==> src/rtl/alu_issue_if.sv <==
// Handshake bundle between decode, the ALU issue slot and execute.
// The stage takes the slave view; whoever drives decode/execute takes the master view.
interface alu_issue_if;
    logic        flush;
    logic        in_valid;
    logic        in_ready;
    logic [31:0] in_instr;
    logic [31:0] in_rs_value;
    logic [31:0] in_rt_value;
    logic        out_valid;
    logic        out_ready;
    logic [3:0]  out_control;
    logic [31:0] out_src1;
    logic [31:0] out_src2;
    logic [4:0]  out_dest;
    logic        out_wen;
    logic        out_illegal;

    modport slave (
        input  flush, in_valid, in_instr, in_rs_value, in_rt_value, out_ready,
        output in_ready, out_valid, out_control, out_src1, out_src2,
               out_dest, out_wen, out_illegal
    );

    modport master (
        output flush, in_valid, in_instr, in_rs_value, in_rt_value, out_ready,
        input  in_ready, out_valid, out_control, out_src1, out_src2,
               out_dest, out_wen, out_illegal
    );
endinterface

==> src/rtl/alu_issue_stage.sv <==
// Decodes a MIPS-style instruction into ALU control/operands/destination and
// holds the result in one registered slot with valid/ready backpressure.
module alu_issue_stage #(
    parameter bit CUSTOM_OPS = 1'b1
) (
    input  logic         clk,
    input  logic         reset,
    alu_issue_if.slave   bus
);

    typedef enum logic [3:0] {
        ALU_ILLEGAL = 4'b0000,
        ALU_ADD     = 4'b0001,
        ALU_SUB     = 4'b0010,
        ALU_SLT     = 4'b0011,
        ALU_SLTU    = 4'b0100,
        ALU_AND     = 4'b0101,
        ALU_NOR     = 4'b0110,
        ALU_OR      = 4'b0111,
        ALU_XOR     = 4'b1000,
        ALU_SLL     = 4'b1001,
        ALU_SRL     = 4'b1010,
        ALU_SRA     = 4'b1011,
        ALU_LUI     = 4'b1100,
        ALU_XNOR    = 4'b1101,
        ALU_INC     = 4'b1110,
        ALU_LH      = 4'b1111
    } alu_op_t;

    // Instruction fields
    logic [5:0]  op;
    logic [4:0]  rt;
    logic [4:0]  rd;
    logic [4:0]  sh;
    logic [5:0]  fn;
    logic [15:0] imm;
    logic [31:0] imm_sext;
    logic [31:0] imm_zext;

    assign op       = bus.in_instr[31:26];
    assign rt       = bus.in_instr[20:16];
    assign rd       = bus.in_instr[15:11];
    assign sh       = bus.in_instr[10:6];
    assign fn       = bus.in_instr[5:0];
    assign imm      = bus.in_instr[15:0];
    assign imm_sext = {{16{imm[15]}}, imm};
    assign imm_zext = {16'd0, imm};

    // Raw decode, before the illegal case is squashed to all-zero
    alu_op_t     raw_control;
    logic [31:0] raw_src1;
    logic [31:0] raw_src2;
    logic [4:0]  raw_dest;

    always_comb begin
        raw_control = ALU_ILLEGAL;
        raw_src1    = '0;
        raw_src2    = '0;
        raw_dest    = '0;
        case (op)
            6'b000000: begin
                raw_src1 = bus.in_rs_value;
                raw_src2 = bus.in_rt_value;
                raw_dest = rd;
                case (fn)
                    6'b100000, 6'b100001: raw_control = ALU_ADD;
                    6'b100010, 6'b100011: raw_control = ALU_SUB;
                    6'b100100:            raw_control = ALU_AND;
                    6'b100101:            raw_control = ALU_OR;
                    6'b100110:            raw_control = ALU_XOR;
                    6'b100111:            raw_control = ALU_NOR;
                    6'b101010:            raw_control = ALU_SLT;
                    6'b101011:            raw_control = ALU_SLTU;
                    6'b101000: begin
                        if (CUSTOM_OPS) begin
                            raw_control = ALU_XNOR;
                        end
                    end
                    6'b000000: begin
                        raw_control = ALU_SLL;
                        raw_src1    = {27'd0, sh};
                    end
                    6'b000010: begin
                        raw_control = ALU_SRL;
                        raw_src1    = {27'd0, sh};
                    end
                    6'b000011: begin
                        raw_control = ALU_SRA;
                        raw_src1    = {27'd0, sh};
                    end
                    6'b000100: raw_control = ALU_SLL;
                    6'b000110: raw_control = ALU_SRL;
                    6'b000111: raw_control = ALU_SRA;
                    default:   raw_control = ALU_ILLEGAL;
                endcase
            end
            6'b001000, 6'b001001: begin
                raw_control = ALU_ADD;
                raw_src1    = bus.in_rs_value;
                raw_src2    = imm_sext;
                raw_dest    = rt;
            end
            6'b001010, 6'b001011: begin
                raw_control = (op[0]) ? ALU_SLTU : ALU_SLT;
                raw_src1    = bus.in_rs_value;
                raw_src2    = imm_sext;
                raw_dest    = rt;
            end
            6'b001100, 6'b001101, 6'b001110: begin
                case (op[1:0])
                    2'b00:   raw_control = ALU_AND;
                    2'b01:   raw_control = ALU_OR;
                    default: raw_control = ALU_XOR;
                endcase
                raw_src1 = bus.in_rs_value;
                raw_src2 = imm_zext;
                raw_dest = rt;
            end
            6'b001111: begin
                raw_control = ALU_LUI;
                raw_src1    = bus.in_rs_value;
                raw_src2    = imm_zext;
                raw_dest    = rt;
            end
            6'b011100: begin
                if (CUSTOM_OPS) begin
                    raw_control = ALU_INC;
                    raw_src1    = bus.in_rs_value;
                    raw_dest    = rt;
                end
            end
            6'b011101: begin
                if (CUSTOM_OPS) begin
                    raw_control = ALU_LH;
                    raw_src2    = imm_zext;
                    raw_dest    = rt;
                end
            end
            default: raw_control = ALU_ILLEGAL;
        endcase
    end

    // Illegal words still issue, but with every payload field cleared
    logic        dec_legal;
    logic [3:0]  dec_control;
    logic [31:0] dec_src1;
    logic [31:0] dec_src2;
    logic [4:0]  dec_dest;
    logic        dec_wen;

    assign dec_legal   = (raw_control != ALU_ILLEGAL);
    assign dec_control = raw_control;
    assign dec_src1    = dec_legal ? raw_src1 : 32'd0;
    assign dec_src2    = dec_legal ? raw_src2 : 32'd0;
    assign dec_dest    = dec_legal ? raw_dest : 5'd0;
    assign dec_wen     = dec_legal && (raw_dest != 5'd0);

    // Pipeline slot
    logic        valid_reg;
    logic [3:0]  control_reg;
    logic [31:0] src1_reg;
    logic [31:0] src2_reg;
    logic [4:0]  dest_reg;
    logic        wen_reg;
    logic        illegal_reg;
    logic        ready;
    logic        accept;

    assign ready  = !valid_reg || bus.out_ready;
    assign accept = bus.in_valid && ready;

    always_ff @(posedge clk or posedge reset) begin
        if (reset) begin
            valid_reg   <= 1'b0;
            control_reg <= '0;
            src1_reg    <= '0;
            src2_reg    <= '0;
            dest_reg    <= '0;
            wen_reg     <= 1'b0;
            illegal_reg <= 1'b0;
        end else if (bus.flush) begin
            valid_reg <= 1'b0;
        end else if (accept) begin
            valid_reg   <= 1'b1;
            control_reg <= dec_control;
            src1_reg    <= dec_src1;
            src2_reg    <= dec_src2;
            dest_reg    <= dec_dest;
            wen_reg     <= dec_wen;
            illegal_reg <= !dec_legal;
        end else if (bus.out_ready) begin
            valid_reg <= 1'b0;
        end
    end

    assign bus.in_ready    = ready;
    assign bus.out_valid   = valid_reg;
    assign bus.out_control = control_reg;
    assign bus.out_src1    = src1_reg;
    assign bus.out_src2    = src2_reg;
    assign bus.out_dest    = dest_reg;
    assign bus.out_wen     = wen_reg;
    assign bus.out_illegal = illegal_reg;

endmodule

==> src/flat_wrapper.sv <==
// flat-port wrapper written by rule: the top's interface ports become plain ports
module alu_issue_stage_flat 
#(
    parameter bit CUSTOM_OPS = 1'b1
)
  (clk, reset, bus_flush, bus_in_valid, bus_in_instr, bus_in_rs_value, bus_in_rt_value, bus_out_ready, bus_in_ready, bus_out_valid, bus_out_control, bus_out_src1, bus_out_src2, bus_out_dest, bus_out_wen, bus_out_illegal);
  alu_issue_if bus_i ();
  input  logic clk;
  input  logic reset;
  input wire logic [$bits(bus_i.flush)-1:0] bus_flush;
  input wire logic [$bits(bus_i.in_valid)-1:0] bus_in_valid;
  input wire logic [$bits(bus_i.in_instr)-1:0] bus_in_instr;
  input wire logic [$bits(bus_i.in_rs_value)-1:0] bus_in_rs_value;
  input wire logic [$bits(bus_i.in_rt_value)-1:0] bus_in_rt_value;
  input wire logic [$bits(bus_i.out_ready)-1:0] bus_out_ready;
  output wire logic [$bits(bus_i.in_ready)-1:0] bus_in_ready;
  output wire logic [$bits(bus_i.out_valid)-1:0] bus_out_valid;
  output wire logic [$bits(bus_i.out_control)-1:0] bus_out_control;
  output wire logic [$bits(bus_i.out_src1)-1:0] bus_out_src1;
  output wire logic [$bits(bus_i.out_src2)-1:0] bus_out_src2;
  output wire logic [$bits(bus_i.out_dest)-1:0] bus_out_dest;
  output wire logic [$bits(bus_i.out_wen)-1:0] bus_out_wen;
  output wire logic [$bits(bus_i.out_illegal)-1:0] bus_out_illegal;
  assign bus_i.flush = bus_flush;
  assign bus_i.in_valid = bus_in_valid;
  assign bus_i.in_instr = bus_in_instr;
  assign bus_i.in_rs_value = bus_in_rs_value;
  assign bus_i.in_rt_value = bus_in_rt_value;
  assign bus_i.out_ready = bus_out_ready;
  assign bus_in_ready = bus_i.in_ready;
  assign bus_out_valid = bus_i.out_valid;
  assign bus_out_control = bus_i.out_control;
  assign bus_out_src1 = bus_i.out_src1;
  assign bus_out_src2 = bus_i.out_src2;
  assign bus_out_dest = bus_i.out_dest;
  assign bus_out_wen = bus_i.out_wen;
  assign bus_out_illegal = bus_i.out_illegal;
  alu_issue_stage #(.CUSTOM_OPS(CUSTOM_OPS)) u_core (.clk(clk), .reset(reset), .bus(bus_i));
endmodule
==> config.mk <==
export PLATFORM = sky130hd
export DESIGN_NAME = alu_issue_stage_flat
export DESIGN_NICKNAME = d
export VERILOG_FILES = /design/src/rtl/alu_issue_if.sv /design/src/rtl/alu_issue_stage.sv /design/src/flat_wrapper.sv
export SDC_FILE = /design/constraint.sdc
export NUM_CORES = 1
export LEC_CHECK = 0
export BUFFER_PORTS_ARGS = -buffer_cell sky130_fd_sc_hd__buf_2
export CORE_AREA = 3 3 92 94
export CTS_BUF_LIST = sky130_fd_sc_hd__clkbuf_16
export CTS_CLUSTER_DIAMETER = 100
export DETAILED_ROUTE_END_ITERATION = 10
export DIE_AREA = 0 0 95 97
export PLACE_DENSITY_LB_ADDON = 0.12
export REMOVE_ABC_BUFFERS = 1
export SYNTH_ARGS = -nofsm -noshare
export SYNTH_HDL_FRONTEND = slang
export SYNTH_SLANG_ARGS = --single-unit
==> constraint.sdc <==
create_clock -name clk -period 3 [get_ports clk]
set_input_delay 0.45 -clock clk [delete_from_list [all_inputs] [get_ports clk]]
set_output_delay 0.45 -clock clk [all_outputs]
set_load 0.02 [all_outputs]
Yosys cells after proc, flatten, opt, wreduce, memory -nomap -nowiden
Cells that the tools add are included.

word-level totals
  word-level logic and storage cells = 74
  register bits after elaboration = 76
  bits of input ports = 101
  output and inout bits = 77

operators by class
  reductions and logical operators = 25
  eq/ne operators = 27
  mux-type cells = 14
  bitwise gates (word level) = 1

operators by type and width
  operator              number
  $mux W32              3
  $pmux W32 S3          1
  $eq A6 B6 Y1 const B  11
  $pmux W32 S2          1
  $eq A6 B4 Y1 const B  8
  $pmux W4 S12          1
  $pmux W4 S7           1
  $eq A6 B3 Y1 const B  3
  $reduce_or A2 Y1      7
  $eq A6 B2 Y1 const B  2
  $eq A6 B5 Y1 const B  2
  $logic_not A6 Y1      2
  $pmux W5 S2           1
  $reduce_or A10 Y1     1
  $reduce_or A9 Y1      1
  $pmux W4 S2           1
  $reduce_or A3 Y1      2
  $mux W5               1
  $reduce_bool A5 Y1    1
  $reduce_or A5 Y1      1
  $reduce_bool A4 Y1    1
  $reduce_or A4 Y1      1
  $mux W1               3
  $mux W3               1
  other kinds (8)       10

Logic depth before layout (Yosys ltp)
  depth after elaboration = 6
  mapped depth = 8
  mapped depth without buffers = 6

Least setup slack after synthesis
OpenSTA, ideal clock, no wires.

  kind = input -> register
  start point = in bus_in_instr[26]
  end point = reg u_core.src1_reg[10], in the netlist u_core.bus.out_src1[10]
  path buffers = 2
  setup time = 0.066 ns
  setup slack = 0.943 ns
  data arrival time = 1.991 ns
  stages on the path = 7
  data required time = 2.934 ns
  path through = buf_2 -> or3b_4 -> a21oi_4 -> o22ai_2 -> nor4_4 -> buf_6 -> a22o_1

between the ends
  cells in the longest elaborated chain, start to end = 5
  elaborated cells on any way between the ends = 23
  those cells by class = 11 x eq/ne; 5 x mux; 7 x reduce/logical

ends and longest elaborated chain
  element                                   line                    text
  start: declaration                        flat_wrapper.sv:12      input wire logic [$bits(bus_i.in_instr)-1:0] bus_in_instr;
  $eq A6 B4 Y1 (tied with other cells)      alu_issue_stage.sv:60   case (op)
  $reduce_or A3 Y1 (tied with other cells)  alu_issue_stage.sv:60
  $pmux W4 S7                               alu_issue_stage.sv:60
  $reduce_bool A4 Y1                        alu_issue_stage.sv:151  assign dec_legal = (raw_control != ALU_ILLEGAL);
  $mux W32 (*)                              alu_issue_stage.sv:153  assign dec_src1 = dec_legal ? raw_src1 : 32'd0;
  end signal: assignment                    alu_issue_stage.sv:186  src1_reg <= dec_src1;
  end: declaration                          alu_issue_stage.sv:161  logic [31:0] src1_reg;

Every way passes the cells marked *; elsewhere a longest branch is shown, timed or not.
A chain may end at the register's enable or synchronous reset.

Worst setup path in the final report
  start point = reg u_core.valid_reg, in the netlist u_core.bus.out_valid
  end point = reg u_core.src2_reg[31], in the netlist u_core.bus.out_src2[31]

between the ends
  cells in the longest elaborated chain, start to end = 4

ends and longest elaborated chain
  element                      line                    text
  start: declaration           alu_issue_stage.sv:159  logic valid_reg;
  start signal: assignment     alu_issue_stage.sv:174  valid_reg <= 1'b0;
  start signal: assignment     alu_issue_stage.sv:182  valid_reg <= 1'b0;
  start signal: assignment     alu_issue_stage.sv:184  valid_reg <= 1'b1;
  $logic_not A1 Y1             alu_issue_stage.sv:169  assign ready = !valid_reg || bus.out_ready;
  $logic_or A1 B1 Y1           alu_issue_stage.sv:169
  $logic_and A1 B1 Y1          alu_issue_stage.sv:170  assign accept = bus.in_valid && ready;
  $reduce_and A2 Y1 (no line)  n/a
  end signal: assignment       alu_issue_stage.sv:187  src2_reg <= dec_src2;
  end: declaration             alu_issue_stage.sv:162  logic [31:0] src2_reg;

Every way passes these cells.

==> results.cfg <==
[timing]
drv_slew = 0
hold_viol = 0
max_freq_ghz = 0.454
skew_ps = 4.17
finalCriticalPeriod_ps = 2200
fin_tns_setup_ps = 0
relSlewSlack_pct = 27.6
setup-violations-final = 0
rsz0062_at_grt = false
worstMarginPinSlew_ps = 1090
min_period_over_period_pct = 73.4

[clocking]
cts_buffers = 9
post_cts_resized = 0
cts_root_buffer = clkbuf_16
cts_buffer_depth = 2
post_cts_buffers = 0
cts.sinks = 76
cts.htree.levels = 3
clock_latency_ps = 330
cts_tree = yes
clkTransAtPathRegs_ps = 60
cts_hold_buf = 0

[route]
ant_nets = 0
drt_iter0_drc = 143
wire_per_inst_microns = 16.3
route.vias.total = 3336
first_pass_iters = 4
vias_per_cell = 5.35
drt_wl_total_mm = 10.2
drc = 0

[yosys]
postSynthAreaPerCell_sq_um = 10.0
synth_top_flop_cell = dfrtp_1
yosysSeqAreaShare_pct = 53.8
netlist_instances = 353
yosysWarningCount = 0
synthArstFlopShare_pct = 100
netlist-cell-type-count = 44
synth_seq_cells = 76
synth_edf_count = 0
netlist_area_sq_um = 3530

[critical_path]
r2r-start = u_core.bus.out_valid
critPathMaxStageDelay_ps = 840
critPathLaunchType = flip-flop
critPathRequiredTime_ps = 3150
rr_worst_depth = 5
cp_data_arrival_time_ps = 2360
crit_type = flip-flop to flip-flop
path_max_fanout = 38
crit_chain = nor2b_1 > nor3b_2 > and2_1 > a31oi_4 > o21ai_1
slowest_stage = a31oi_4
endpoint_kind = flip-flop
rrSetupSlack_ps = 800
critPathLaunch = u_core.bus.out_valid
timing.rr.end = u_core.bus.out_src2[31]

[floorplanning]
coreArea_sq_um = 7730
die_area_sq_um = 9220
die_h_microns = 97
rows = 32
die_w_microns = 95
initial_utilization_pct = 45.7
boundaryPins = 178

[finish]
nFillCells = 706
layout.nets = 618
multi_input_area_sq_um = 1490
antenna_cells = 0
area_growth_syn_to_layout_pct = 35.7
drive_above_1_share_pct = 39.3
fin_area_sq_um = 4790
register_area_sq_um = 1900

[run_status]
outcome = finished, final reports clean

[global_route]
grt_first_pass_wirelength_mm = 16.5
grt.total_usage_pct = 22.6
grt_overflow = 0
grt_antenna_before_repair = 0
grt_pass1_vias = 3232
grt_max_degree = 39

[hold_path]
worstHoldPathType = input port to asynchronous set/reset pin

[place]
dp_hpwl_mm = 7.33
gp_congestion = 0.769
place_area_sq_um = 4480
portBuffers = 172

[power_and_ir_drop]
p_per_area_nw_per_um2 = 529
ir_worst_vdd_mv = 0.295
p_total_w = 0.00254
leakage_nw = 2.47

[flow_run]
max_cap_violations = 0
cells in the final DEF (no fill, tap or decap), types with 2 or more instances in the layout:
cell	Yosys	final
a22o_1	27	27
o21ai_1	39	39
clkinv_4	0	2
or4_1	2	2
dfrtp_1	76	76
nand3b_1	3	3
clkbuf_16	0	9
o21ai_0	6	6
nor3_1	3	3
and2_1	2	2
a221oi_1	6	6
inv_1	7	6
o21a_1	2	2
a31oi_1	3	2
and3_1	6	6
a21oi_1	30	30
buf_4	1	10
buf_2	3	172
nand2_1	44	44
a22oi_1	23	23
mux2_1	5	5
bufinv_16	0	2
clkinv_2	0	3
nand2b_1	5	5
nand3_1	2	2
nor2_1	14	14
worst max-delay path, delay by kind of cell, from the launching register on:
| family | cells | cell delay (ps) |
|---|---|---|
| compound gates | 2 | 1060 |
| flops | 1 | 340 |
| simple gates | 3 | 610 |
kinds of logic after synthesis:
logic type / share of synthesized area (%)
xor+xnor: 0.248
mux: 1.91
simple gates: 12.6
flops: 53.8
compound gates: 26.7
buf+inv: 4.68
layer usage:
metal	part of all wire, %	track usage (%)	vias up
met3	6.7	4.28	13
met1	44	30.8	1596
met5	0	0	-
li1	-	-	1613
met2	48	36.1	114
met4	1.5	7.21	0
stage by stage:
| stage | setup WS, ps | hold slack (ps) | util, % | std cells |
|---|---|---|---|---|
| floorplan | -617 | 516 | - | 324 |
| global placement | 632 | 462 | 58.0 | 608 |
| detailed placement | 562 | 470 | 58.0 | 608 |
| CTS | 765 | 179 | 62.0 | 624 |
| global route | 561 | 211 | 62.0 | 624 |
| finish | 797 | 160 | 62.0 | 624 |
area by class of cell:
| cell class | count | area share, % |
|---|---|---|
| Clock buffer | 9 | 4.70 |
| Clock inverter | 7 | 1.91 |
| Inverter | 7 | 0.574 |
| Multi-Input combinational cell | 241 | 31.0 |
| Sequential cell | 76 | 39.7 |
| Tap cell | 102 | 2.66 |
| Timing Repair Buffer | 182 | 19.5 |
synthesized netlist by cell type, types with 3 or more instances:
cell type,instances,area (sq um)
nand3b_1,3,22.5
mux2_1,5,56.3
buf_6,3,33.8
inv_1,7,26.3
nor3_1,3,15.0
and3_1,6,37.5
a31oi_1,3,18.8
clkbuf_1,21,78.8
o21ai_0,6,30.0
nand2b_1,5,31.3
o21ai_1,39,195
nand2_1,44,165
nor2_1,14,52.6
a22o_1,27,236
dfrtp_1,76,1900
buf_2,3,15.0
a22oi_1,23,173
a21oi_1,30,150
a221oi_1,6,52.6
worst max-delay path by stage:
| stage | to | slack [ps] |
|---|---|---|
| 3_5_place_dp | u_core.bus.out_src2[31] | 560 |
| 4_1_cts | u_core.bus.out_src2[31] | 770 |
| 3_3_place_gp | u_core.bus.out_src2[11] | 630 |
| 2_1_floorplan | u_core.bus.out_src1[10] | -620 |
| 5_1_grt | u_core.bus.out_src2[31] | 560 |
| 6_report | u_core.bus.out_src2[31] | 800 |
state kept, by name, summed over array words and instances (netlist names):
name,cells
u_core.bus.out_illegal,1
u_core.bus.out_src1,32
u_core.bus.out_control,4
u_core.bus.out_wen,1
u_core.bus.out_src2,32
u_core.bus.out_valid,1
u_core.bus.out_dest,5
report_power, final:
part	internal [W]	total (W)	switching [W]
sequential	0.00106	0.00107	0.0000156
combinational	0.000122	0.000313	0.000191
clock	0.000725	0.00115	0.000425
No activity file was read; power rests on OpenSTA's default activity.
